[config.mk]
export PLATFORM = sky130hd
export DESIGN_NAME = id_ex_stage
export DESIGN_NICKNAME = d
export VERILOG_FILES = /design/src/rtl/id_ex_stage.sv
export SDC_FILE = /design/constraint.sdc
export NUM_CORES = 1
export LEC_CHECK = 0
export ABC_AREA = 0
export BUFFER_PORTS_ARGS = -buffer_cell sky130_fd_sc_hd__buf_2
export CELL_PAD_IN_SITES_DETAIL_PLACEMENT = 1
export CELL_PAD_IN_SITES_GLOBAL_PLACEMENT = 1
export CORE_MARGIN = 2
export CORE_UTILIZATION = 39
export DETAILED_ROUTE_END_ITERATION = 10
export MAX_ROUTING_LAYER = met4
export PLACE_DENSITY = 0.95
export SLEW_MARGIN = 0
export SYNTH_ARGS = -nofsm -noshare
export SYNTH_HDL_FRONTEND = slang
export SYNTH_SLANG_ARGS = --single-unit
[constraint.sdc]
create_clock -name clk -period 3.6 [get_ports clk]
set_input_delay 0.18 -clock clk [delete_from_list [all_inputs] [get_ports clk]]
set_output_delay 0.18 -clock clk [all_outputs]
set_load 0.05 [all_outputs]
[src/rtl/id_ex_stage.sv]
`default_nettype none
// ==== id_ex_stage: ID/EX pipeline register with operand forwarding and load-use detection -- rev 1.0 ====
module id_ex_stage #(
   parameter int WIDTH = 32
) (
   input  logic             clk,
   input  logic             rst_n,
   input  logic             id_valid,
   output logic             id_ready,
   input  logic [4:0]       id_rs1,
   input  logic [4:0]       id_rs2,
   input  logic [4:0]       id_rd,
   input  logic [WIDTH-1:0] id_rs1_val,
   input  logic [WIDTH-1:0] id_rs2_val,
   input  logic [WIDTH-1:0] id_imm,
   input  logic [2:0]       id_alu_ctrl,
   input  logic             id_alu_src,
   input  logic             id_uses_rs2,
   input  logic             id_reg_write,
   input  logic             id_mem_read,
   input  logic             id_mem_write,
   input  logic             exm_reg_write,
   input  logic [4:0]       exm_rd,
   input  logic [WIDTH-1:0] exm_result,
   input  logic             mwb_reg_write,
   input  logic [4:0]       mwb_rd,
   input  logic [WIDTH-1:0] mwb_result,
   input  logic             flush,
   input  logic             ex_stall,
   output logic [WIDTH-1:0] alu_a,
   output logic [WIDTH-1:0] alu_b,
   output logic [2:0]       alu_ctrl,
   output logic             ex_valid,
   output logic             ex_reg_write,
   output logic             ex_mem_read,
   output logic             ex_mem_write,
   output logic [4:0]       ex_rd,
   output logic [WIDTH-1:0] ex_store_data,
   output logic             load_use_stall
);

   logic             ex_alu_src;
   logic [4:0]       ex_rs1;
   logic [4:0]       ex_rs2;
   logic [WIDTH-1:0] ex_rs1_val;
   logic [WIDTH-1:0] ex_rs2_val;
   logic [WIDTH-1:0] ex_imm;
   logic [WIDTH-1:0] rs1_fwd;
   logic [WIDTH-1:0] rs2_fwd;

   // EX/MEM is the younger producer, so it is checked first.
   always_comb begin
      rs1_fwd = ex_rs1_val;
      rs2_fwd = ex_rs2_val;
      if (ex_valid) begin
         if (exm_reg_write && exm_rd != 5'd0 && exm_rd == ex_rs1)
            rs1_fwd = exm_result;
         else if (mwb_reg_write && mwb_rd != 5'd0 && mwb_rd == ex_rs1)
            rs1_fwd = mwb_result;
         if (exm_reg_write && exm_rd != 5'd0 && exm_rd == ex_rs2)
            rs2_fwd = exm_result;
         else if (mwb_reg_write && mwb_rd != 5'd0 && mwb_rd == ex_rs2)
            rs2_fwd = mwb_result;
      end
   end

   assign load_use_stall = ex_valid && ex_mem_read && (ex_rd != 5'd0) && id_valid &&
                           ((id_rs1 == ex_rd) || (id_uses_rs2 && (id_rs2 == ex_rd)));
   assign id_ready       = !ex_stall && !load_use_stall && !flush;
   assign alu_a          = rs1_fwd;
   assign alu_b          = ex_alu_src ? ex_imm : rs2_fwd;
   assign ex_store_data  = rs2_fwd;

   always_ff @(posedge clk) begin
      if (!rst_n) begin
         ex_valid     <= 1'b0;
         ex_reg_write <= 1'b0;
         ex_mem_read  <= 1'b0;
         ex_mem_write <= 1'b0;
         ex_alu_src   <= 1'b0;
         ex_rd        <= 5'd0;
         ex_rs1       <= 5'd0;
         ex_rs2       <= 5'd0;
         alu_ctrl     <= 3'b000;
         ex_rs1_val   <= '0;
         ex_rs2_val   <= '0;
         ex_imm       <= '0;
      end else if (flush) begin
         ex_valid     <= 1'b0;
         ex_reg_write <= 1'b0;
         ex_mem_read  <= 1'b0;
         ex_mem_write <= 1'b0;
         ex_alu_src   <= 1'b0;
         ex_rd        <= 5'd0;
      end else if (ex_stall) begin
         // Capture forwarded operands so they survive the producer retiring.
         ex_rs1_val <= rs1_fwd;
         ex_rs2_val <= rs2_fwd;
      end else if (load_use_stall) begin
         ex_valid     <= 1'b0;
         ex_reg_write <= 1'b0;
         ex_mem_read  <= 1'b0;
         ex_mem_write <= 1'b0;
         ex_rd        <= 5'd0;
      end else if (id_valid) begin
         ex_valid     <= 1'b1;
         ex_reg_write <= id_reg_write;
         ex_mem_read  <= id_mem_read;
         ex_mem_write <= id_mem_write;
         ex_alu_src   <= id_alu_src;
         ex_rd        <= id_rd;
         ex_rs1       <= id_rs1;
         ex_rs2       <= id_rs2;
         alu_ctrl     <= id_alu_ctrl;
         ex_rs1_val   <= id_rs1_val;
         ex_rs2_val   <= id_rs2_val;
         ex_imm       <= id_imm;
      end else begin
         ex_valid     <= 1'b0;
         ex_reg_write <= 1'b0;
         ex_mem_read  <= 1'b0;
         ex_mem_write <= 1'b0;
      end
   end

endmodule
`default_nettype wire

==> results of run 1 <==
per-stage QoR:
step | setup slack [ps] | hold slack [ps] | power (uW) | area [um^2]
after global routing | 76.8 | 12.0 | 4210 | 10600
after CTS | 78.7 | 0.783 | 4070 | 10600
after floorplan | 657 | 317 | 1990 | 8040
final | 237 | 13.1 | 4080 | 10600
after global placement | 463 | 401 | 2240 | 9610
after detailed placement | 318 | 410 | 2260 | 9610
synthesized netlist by cell type, types with 2 or more instances:
cell type	n
nand2_1	81
a221oi_2	30
a211o_1	2
nand3_2	44
a22oi_1	8
buf_2	16
a221oi_1	2
nor2_1	13
dfxtp_1	119
xnor2_1	22
buf_6	18
o21ai_1	80
buf_4	3
nand3_1	68
o211ai_1	4
nand3b_1	32
buf_1	9
o221ai_1	32
and3_1	33
clkbuf_1	57
nand4_1	67
o211ai_2	60
xor2_1	8
and2_1	32
nand2b_1	33
nor3_1	2
nor4_1	2
inv_1	65
routing by layer:
| metal | routed length (um) | share of wire, % | global-route usage, % | vias up |
|---|---|---|---|---|
| met2 | 19100 | 52 | 60.5 | 437 |
| met3 | 2660 | 7.2 | 8.49 | 122 |
| li1 | - | - | - | 4072 |
| met5 | 0 | 0 | - | - |
| met4 | 2100 | 5.7 | 19.6 | 0 |
| met1 | 13000 | 35 | 33.7 | 4416 |
worst min-delay path, stage by stage:
cell	delay (ps)
buf_2	80
nand3_1	60
o21ai_1	80
logic make-up after synthesis:
group	synth area share, %
flip-flops	29.6
AO/OA/AOI/OAI	26.0
XOR/XNOR	3.27
buffers and inverters	9.91
multiplexers	0.125
AND/OR/NAND/NOR	31.1
area by class of cell:
cell class,instances,area [um^2]
diodes,8,20.0
clock buffers,18,429
clock inverters,14,165
fillers,2468,9610
inverters,65,244
multi-input cells,669,4910
flip-flops and latches,119,2390
well taps,270,338
repair buffers,368,2130
how the worst max path moves through the flow:
stage / to / cells after the start
finish: alu_b[24] / 7
CTS: alu_b[1] / 8
floorplan: id_ready / 4
detailed placement: alu_b[1] / 8
global route: ex_store_data[24] / 7
global placement: alu_b[1] / 8
registers in the layout, summed over array words and instances, names as in the netlist:
register and flops:
ex_imm 32, ex_rs1_val 32, ex_rs2_val 32, ex_rd 5, ex_rs1 5, ex_rs2 5, alu_ctrl 3, ex_alu_src 1
ex_mem_read 1, ex_mem_write 1, ex_reg_write 1, ex_valid 1
power breakdown:
group / internal, uW / switching [uW] / leakage, uW
sequential: 1370 / 50.3 / 0.000970
clock: 1040 / 752 / 0.000290
combinational: 282 / 585 / 0.00364
total: 2700 / 1390 / 0.00490
timing repair:
| item | 4_1_cts | 5_1_grt |
|---|---|---|
| endpoints found under the hold margin | 39 | 0 |
| resized for setup | 1 | 0 |
| hold buffers | 39 | 0 |
| setup endpoints to repair | 30 | 1 |
| buffers inserted | 0 | 1 |
==> flow_summary.yaml, run 1 <==
setup_path:
  critPathSlowestCell: "a221oi_1"
  worstReg2RegStart: "ex_rd[2]"
  startpoint_type: "flop"
  crit_family: "compound AO/OA/AOI/OAI gates"
  cpPeakStageDelay_ps: 840
  worstPathCellList: "xnor2_1 > nand4_1 > nor4b_4 > o21ai_4 > a221oi_1 > o21ai_1 > buf_2"
  path_class: "reg -> out"
  r2r_end: "ex_rs2_val[13]"
  r2r_cells: 7
  worst-path-max-fanout: 12
  critPathCaptureType: "output pin"
  rrSetupSlack_ps: 760
  cp-startpoint: "ex_rs2[2]"
  critPathRequiredTime_ps: 3420
  arrival_ps: 3180
  cp_num_buf_inv: 1
yosys:
  synth.distinct_cells: 42
  yosysTopAreaCellShare_pct: 29.6
  synthesis.area_um2: 8040
  synth_ff_type: "dfxtp_1"
  yosysWarningCount: 0
  ys_ff_latch: 119
  synth.area.top_cells: "dfxtp_1 30%, o211ai_2 9.3%, a221oi_2 5.6%"
  synth_edf_count: 0
  yosysSeqAreaShare_pct: 29.6
  syn_area_per_cell_um2: 8.41
  syn_inst: 956
  synth_nets: 1156
  async_flop_share_pct: 0
  yosysTopAreaCell: "dfxtp_1"
cells_and_area:
  instances_no_fill: 1531
  postLayoutCoreUtil_pct: 52.5
  final_cell_mix: "308 x buf_2, 117 x dfxtp_1, 81 x nand2_1"
  final_common_cell: "buf_2"
  drive_gt1_share_pct: 40.7
  final_nets: 1440
  syn2layout_area_growth_pct: 32.2
routing:
  num_vias: 9047
  dr.pass1.iters: 5
  wl_um: 36800
  viasPerCell: 5.91
  ant_nets: 0
  route.detailed.drc: 0
  first_iter_violations: 496
  wl_per_cell_um: 24.1
global_routing:
  track_usage_pct: 34.0
  grt_pass1_vias: 9726
  grt_pass1_wl_um: 55400
  grt_max_degree: 157
  antenna_found_initial: 8
  grt_overflow_total: 0
sta:
  setup_violations: 0
  worstMarginPinSlew_ps: 887
  finalCritPeriodShare_pct: 93.4
  rsz0062_at_grt: "no"
  fin_tns_setup_ps: 0
  maxSlewHeadroom_pct: 40.9
  finalCriticalPeriod_ps: 3360
  hold_viol: 0
  finClkSkew_ps: 16.7
  slew_viol_final: 0
  max_freq_mhz: 297
clock_network:
  clkTransAtPathRegs_ps: 60
  clockBufferDepth: 2
  h-tree-depth: 4
  cts_tree: "built"
  cts_made_buffers: 17
  cts.sinks: 119
  cts-root-buf: "clkbuf_16"
  worstSkewPairLatency_ps: 430
die:
  ioPinCount: 310
  fp-row-count: 52
  start_util_pct: 39.7
  dieArea_um2: 21800
  coreArea_um2: 20200
  die_y_um: 148
  fp.dieW_um: 148
outcome:
  outcome: "completed"
job:
  max-cap-violations: 0
placement:
  port_buffers: 309
  hpwl_um: 25000
  place_congestion: 0.947
  placedCellCount: 1451
worst_hold_path:
  hold_path_startpoint: "id_imm[0]"
  worst_hold_path.num_cells: 3
  hold_path.class: "in -> reg"
  min_to: "ex_imm[0]"
power_and_ir_drop:
  vdd_drop_max_mv: 0.285
  powerDensity_nw_per_um2: 384
  p_leak_uw: 0.00490
Note: power is estimated with default switching activity, not from simulation.
==> inputs of run 2 (changes only) <==
Settings changed: ABC_AREA 0 to 1, CORE_UTILIZATION 39 to 36.
==> run 2 against run 1 <==
  * Clock power about the same
  * Die area grew 23%
  * Sequential power rose by 4%
  * Global-route usage decreased by 3.6 points
  * Final cell count grew 51%
  * Wire length increased by 9.4%
  * Flip-flop and latch count did not move
  * Via count increased by 28%
  * Sequential share of layout area down 1.8 points
  * Combinational power increased by 67%
  * Critical endpoint is now alu_b[31]
  * Largest cell class unchanged
==> flow_summary.yaml, run 2 <==
outcome:
  outcome: "completed"
die:
  ioPinCount: 310
  dieArea_um2: 26900
  coreArea_um2: 25200
  die_y_um: 164
  fp.dieW_um: 164
  fp-row-count: 58
  start_util_pct: 36.6
sta:
  worstMarginPinSlew_ps: 1000
  finalCritPeriodShare_pct: 89.7
  finalWorstSetupSlack_ps: 369
  max_freq_mhz: 310
  hold_viol: 0
  whs_ps: 17.1
  rsz0062_at_grt: "no"
  finalCriticalPeriod_ps: 3230
  finClkSkew_ps: 17.4
  setup_violations: 0
  fin_tns_setup_ps: 0
  maxSlewHeadroom_pct: 33.1
  slew_viol_final: 0
routing:
  first_iter_violations: 817
  dr.pass1.iters: 5
  route.detailed.drc: 0
  wl_per_cell_um: 17.5
  wl_um: 40300
  viasPerCell: 5.03
  ant_nets: 0
  num_vias: 11600
yosys:
  synth_ff_type: "dfxtp_1"
  yosysSeqAreaShare_pct: 25.9
  syn_area_per_cell_um2: 5.41
  synth.distinct_cells: 28
  synth.area.top_cells: "dfxtp_1 26%, nand2_1 25%, inv_1 12%"
  ys_top_cells_by_count: "605 x nand2_1, 289 x inv_1, 203 x nand3_1"
  yosysTopAreaCellShare_pct: 25.9
  async_flop_share_pct: 0
  ys_ff_latch: 119
  yosysWarningCount: 0
  synthesis.area_um2: 9210
  yosysTopAreaCell: "dfxtp_1"
  synth_edf_count: 0
  synth_nets: 1902
  synth.most_common_cell: "nand2_1"
  syn_inst: 1702
setup_path:
  critPathCaptureType: "output pin"
  critPathRequiredTime_ps: 3420
  worst-path-max-fanout: 33
  path_class: "reg -> out"
  startpoint_type: "flop"
  arrival_ps: 3050
  rrSetupSlack_ps: 870
clock_network:
  cts.sinks: 119
  clockBufferDepth: 2
  cts_tree: "built"
  cts_made_buffers: 17
  worstSkewPairLatency_ps: 430
  h-tree-depth: 4
  clkTransAtPathRegs_ps: 70
  ctsResizeCount: 0
  cts-root-buf: "clkbuf_16"
global_routing:
  grt_pass1_vias: 11400
  grt_pass1_wl_um: 61900
  antenna_found_initial: 14
  grt_overflow_total: 0
  grt_max_degree: 86
  track_usage_pct: 30.4
placement:
  placedCellCount: 2253
  port_buffers: 309
  pre_cts_ws_ps: 889
  hpwl_um: 28900
  place_congestion: 0.934
power_and_ir_drop:
  powerDensity_nw_per_um2: 411
  p_leak_uw: 0.00664
  vdd_drop_max_mv: 0.232
cells_and_area:
  instances_no_fill: 2307
  syn2layout_area_growth_pct: 25.1
  multi_input_area_um2: 5210
  final_nets: 2149
  final_common_cell: "nand2_1"
  top_regs: "ex_imm (32), ex_rs1_val (32), ex_rs2_val (32)"
  postLayoutCoreUtil_pct: 45.8
  final_cell_mix: "605 x nand2_1, 305 x buf_2, 287 x inv_1"
  register_area_um2: 2380
  nFillCells: 3682
  drive_gt1_share_pct: 20.4
job:
  max-cap-violations: 0
worst_hold_path:
  hold_path.class: "in -> reg"
## run 2: cell count changes in the layout (fill, tap and decap cells not counted), moves of 33 or more
| cell | previous run | this run |
|---|---|---|
| nand3_1 | 68 | 203 |
| inv_1 | 64 | 287 |
| nand4_1 | 67 | 3 |
| o211ai_2 | 60 | 0 |
| o21ai_1 | 78 | 30 |
| nand3_2 | 44 | 2 |
| nor2_1 | 12 | 137 |
| and3_1 | 33 | 0 |
| o21ai_0 | 1 | 51 |
| a21oi_1 | 0 | 108 |
| nand2_1 | 81 | 605 |
| nand2b_1 | 33 | 0 |
## run 2: final timing paths
kind                   from  cells past startpoint           to
max               ex_rs2[1]                     11    alu_b[31]
min          id_alu_ctrl[1]                      3  alu_ctrl[1]
min reg2reg      ex_imm[23]                      2   ex_imm[23]
max reg2reg        ex_rd[3]                     10   ex_imm[22]
## run 2: metrics by stage
stage	power [uW]	cell area (um^2)
3_3_place_gp	2880	10800
3_5_place_dp	2920	10800
2_1_floorplan	2480	9210
5_1_grt	4940	11500
4_1_cts	4730	11500
6_report	4730	11500
## run 2: layout make-up
class | count | area share, %
sequential | 119 | 20.7
timing repair buffer | 334 | 15.6
inverter | 290 | 9.45
antenna | 15 | 0.326
tap | 330 | 3.58
multi-input combinational | 1187 | 45.2
clock buffer | 18 | 3.72
clock inverter | 14 | 1.41
## run 2: repair_timing
| item | in CTS | in global routing |
|---|---|---|
| hold buffers | 7 | 0 |
| buffers inserted | 0 | 0 |
| endpoints found under the hold margin | 7 | 0 |
| setup endpoints to repair | 0 | 0 |
## run 2: power by group
group / switching (uW) / leakage, uW / total [uW] / internal (uW)
logic: 1060 / 0.00537 / 1450 / 391
registers: 64.4 / 0.000980 / 1470 / 1410
clock network: 768 / 0.000289 / 1810 / 1040
## run 2: cell families (layout without fill, tap and decap cells)
family,count (synthesis),in the layout,share of synthesized area [%]
xor+xnor,11,11,1.05
simple gates,974,974,44.0
flops,119,119,25.9
compound gates,202,202,11.5
buf+inv,396,656,17.6
other cells,0,15,0
## run 2: critical path: stages (launching register included)
cell and delay [ps]:
dfxtp_1 390, xnor2_1 150, nand3_1 140, nor2_4 100, buf_4 320, nand2_2 510, nand3_1 250, nand2_1 60
nand2_1 120, nand2_1 90, o21ai_0 150, buf_2 340
## run 2: per-layer routing
metal	global-route usage, %	vias up	share of wire (%)
met5	-	-	0
met4	11.0	0	3.1
met3	4.87	81	6.4
met2	47.5	414	46
met1	39.7	5423	45
li1	-	5679	-
==> inputs of run 3 (changes only) <==
Settings changed: CORE_UTILIZATION 36 to 33, PLACE_DENSITY 0.95 to 0.89.
Clock period 3.6 ns to 3.2 ns, I/O delays scaled along.
==> run 3 against run 2 <==
  * The run now ends with hold timing left
  * Global-route usage down 2.9 points
  * Clock skew up 2.7 ps
  * Final cell count up 1.9%
  * Sequential share of layout area down 0.20 points
  * Total power up 11%
  * Flip-flop and latch count unchanged
  * Critical path type unchanged
  * Largest power group unchanged
  * Highest routed layer unchanged
==> flow_summary.yaml, run 3 (synthesis gave the netlist of run 2 again) <==
cells_and_area:
  final_cell_mix: "605 x nand2_1, 301 x buf_2, 287 x inv_1"
  top_regs: "ex_imm (32), ex_rs1_val (32), ex_rs2_val (32)"
  drive_gt1_share_pct: 20.4
  final_common_cell: "nand2_1"
  instances_no_fill: 2351
  syn2layout_area_growth_pct: 26.3
  final_nets: 2153
global_routing:
  grt_use_met2_pct: 43.1
  grt_pass1_wl_um: 61100
  grt.busiest_layer: "met2"
  grt_pass1_vias: 11200
  use_met3_pct: 2.82
  grt_max_degree: 88
  track_usage_pct: 27.5
  grt_overflow_total: 0
  antenna_found_initial: 8
  grtUsageMet1_pct: 36.9
sta:
  fin_tns_setup_ps: 0
  finalCritPeriodShare_pct: 89.9
  slew_viol_final: 0
  setup_violations: 0
  rsz0062_at_grt: "no"
  finalWorstSetupSlack_ps: 324
  whs_ps: -1.23
  hold_viol: 1
  finalCriticalPeriod_ps: 2880
  maxSlewHeadroom_pct: 27.8
  finClkSkew_ps: 20.2
  worstMarginPinSlew_ps: 1080
  max_freq_mhz: 348
clock_network:
  h-tree-depth: 4
  clockBufferDepth: 2
  cts_made_buffers: 17
  worstSkewPairLatency_ps: 440
  cts_tree: "built"
  cts-root-buf: "clkbuf_16"
  clkTransAtPathRegs_ps: 80
  cts.sinks: 119
  postCtsSetupBuffers: 0
setup_path:
  startpoint_type: "flop"
  critPathSlowestCell: "nand2_2"
  critPathRequiredTime_ps: 3040
  arrival_ps: 2720
  cpPeakStageDelay_ps: 440
  worst_path_most_repeated_cell: "nand2_1"
  worstPathCellList: "inv_1 > nand2_1 > nand2_1 > nand3_1 > nor2_4 > nand2_2 > nand3_1 > nand2_1 > nand2_1 > nand2_1 > o21ai_1 > buf_2"
  critPathCaptureType: "output pin"
  path_class: "reg -> out"
  worst-path-max-fanout: 32
power_and_ir_drop:
  combPwrFrac_pct: 31.3
  p_leak_uw: 0.00665
  p_int_uw: 3130
  swShare_pct: 40.6
  clock_power_share_pct: 37.3
  p_switching_uw: 2140
  vdd_drop_max_mv: 0.242
  p_seq_share_pct: 31.4
  powerDensity_nw_per_um2: 453
routing:
  first_iter_violations: 825
  dr.pass1.iters: 5
  route.detailed.drc: 0
  wl_um: 39600
  ant_nets: 0
  viasPerCell: 4.89
  wl_per_cell_um: 16.8
  num_vias: 11500
placement:
  placedCellCount: 2303
  place_congestion: 0.861
  hpwl_um: 29300
  port_buffers: 309
  pre_cts_ws_ps: 657
outcome:
  outcome: "finished, violations left"
  violations: "hold timing"
worst_hold_path:
  hold_path.class: "in -> reg"
die:
  ioPinCount: 310
  start_util_pct: 33.3
  dieArea_um2: 29300
  fp.dieW_um: 171
  fp-row-count: 61
  die_y_um: 171
  coreArea_um2: 27600
job:
  max-cap-violations: 0
[run 3: cell type report]
| cell class | instances | area [um^2] |
|---|---|---|
| antenna | 7 | 17.5 |
| clock buffer | 18 | 429 |
| clock inverter | 14 | 140 |
| fill | 4016 | 16000 |
| inverter | 290 | 1090 |
| multi-input combinational | 1187 | 5210 |
| sequential | 119 | 2380 |
| tap | 378 | 473 |
| timing repair buffer | 338 | 1890 |
[run 3: worst max-delay path: cells and delay by family (launching register included)]
| family | cells | cell delay (ps) |
|---|---|---|
| AO/OA/AOI/OAI | 1 | 110 |
| AND/OR/NAND/NOR | 9 | 1440 |
| buffers and inverters | 2 | 400 |
| flip-flops | 1 | 340 |
[run 3: final timing paths]
path              start          to  slack (ps)  depth (start not counted)
max           ex_rs2[0]   alu_b[12]         320                         12
min          id_imm[13]  ex_imm[13]          -1                          3
max reg2reg    ex_rd[3]   ex_imm[5]         580                          9
min reg2reg  ex_imm[16]  ex_imm[16]         450                          2
[run 3: per-layer routing]
layer / wire (um) / vias up / part of all wire (%)
met2: 17800 / 379 / 45
met4: 1130 / 0 / 2.9
met5: 0 / - / 0
li1: - / 5668 / -
met1: 18700 / 5396 / 47
met3: 2010 / 63 / 5.1
[run 3: stage by stage]
stage          util, %  cell area [um^2]  total power (uW)
4_1_cts           42.1             11600              5290
6_report          42.1             11600              5270
3_5_place_dp      39.7             11000              3310
5_1_grt           42.1             11600              5510
3_3_place_gp      39.7             11000              3270
2_1_floorplan        -              9210              2790
[run 3: timing repair]
item	in CTS	in global routing
setup endpoints to repair	0	0
endpoints found under the hold margin	9	0
hold buffers	9	0
gates resized for setup	0	0
[run 3: power groups by stage]
stage                     clock [uW]  combinational, uW  sequential [uW]
final                           1970               1650             1660
after global routing            2050               1790             1670
after global placement             0               1580             1680
after detailed placement           0               1620             1690
after floorplan                    0               1110             1680
after CTS                       1990               1640             1660
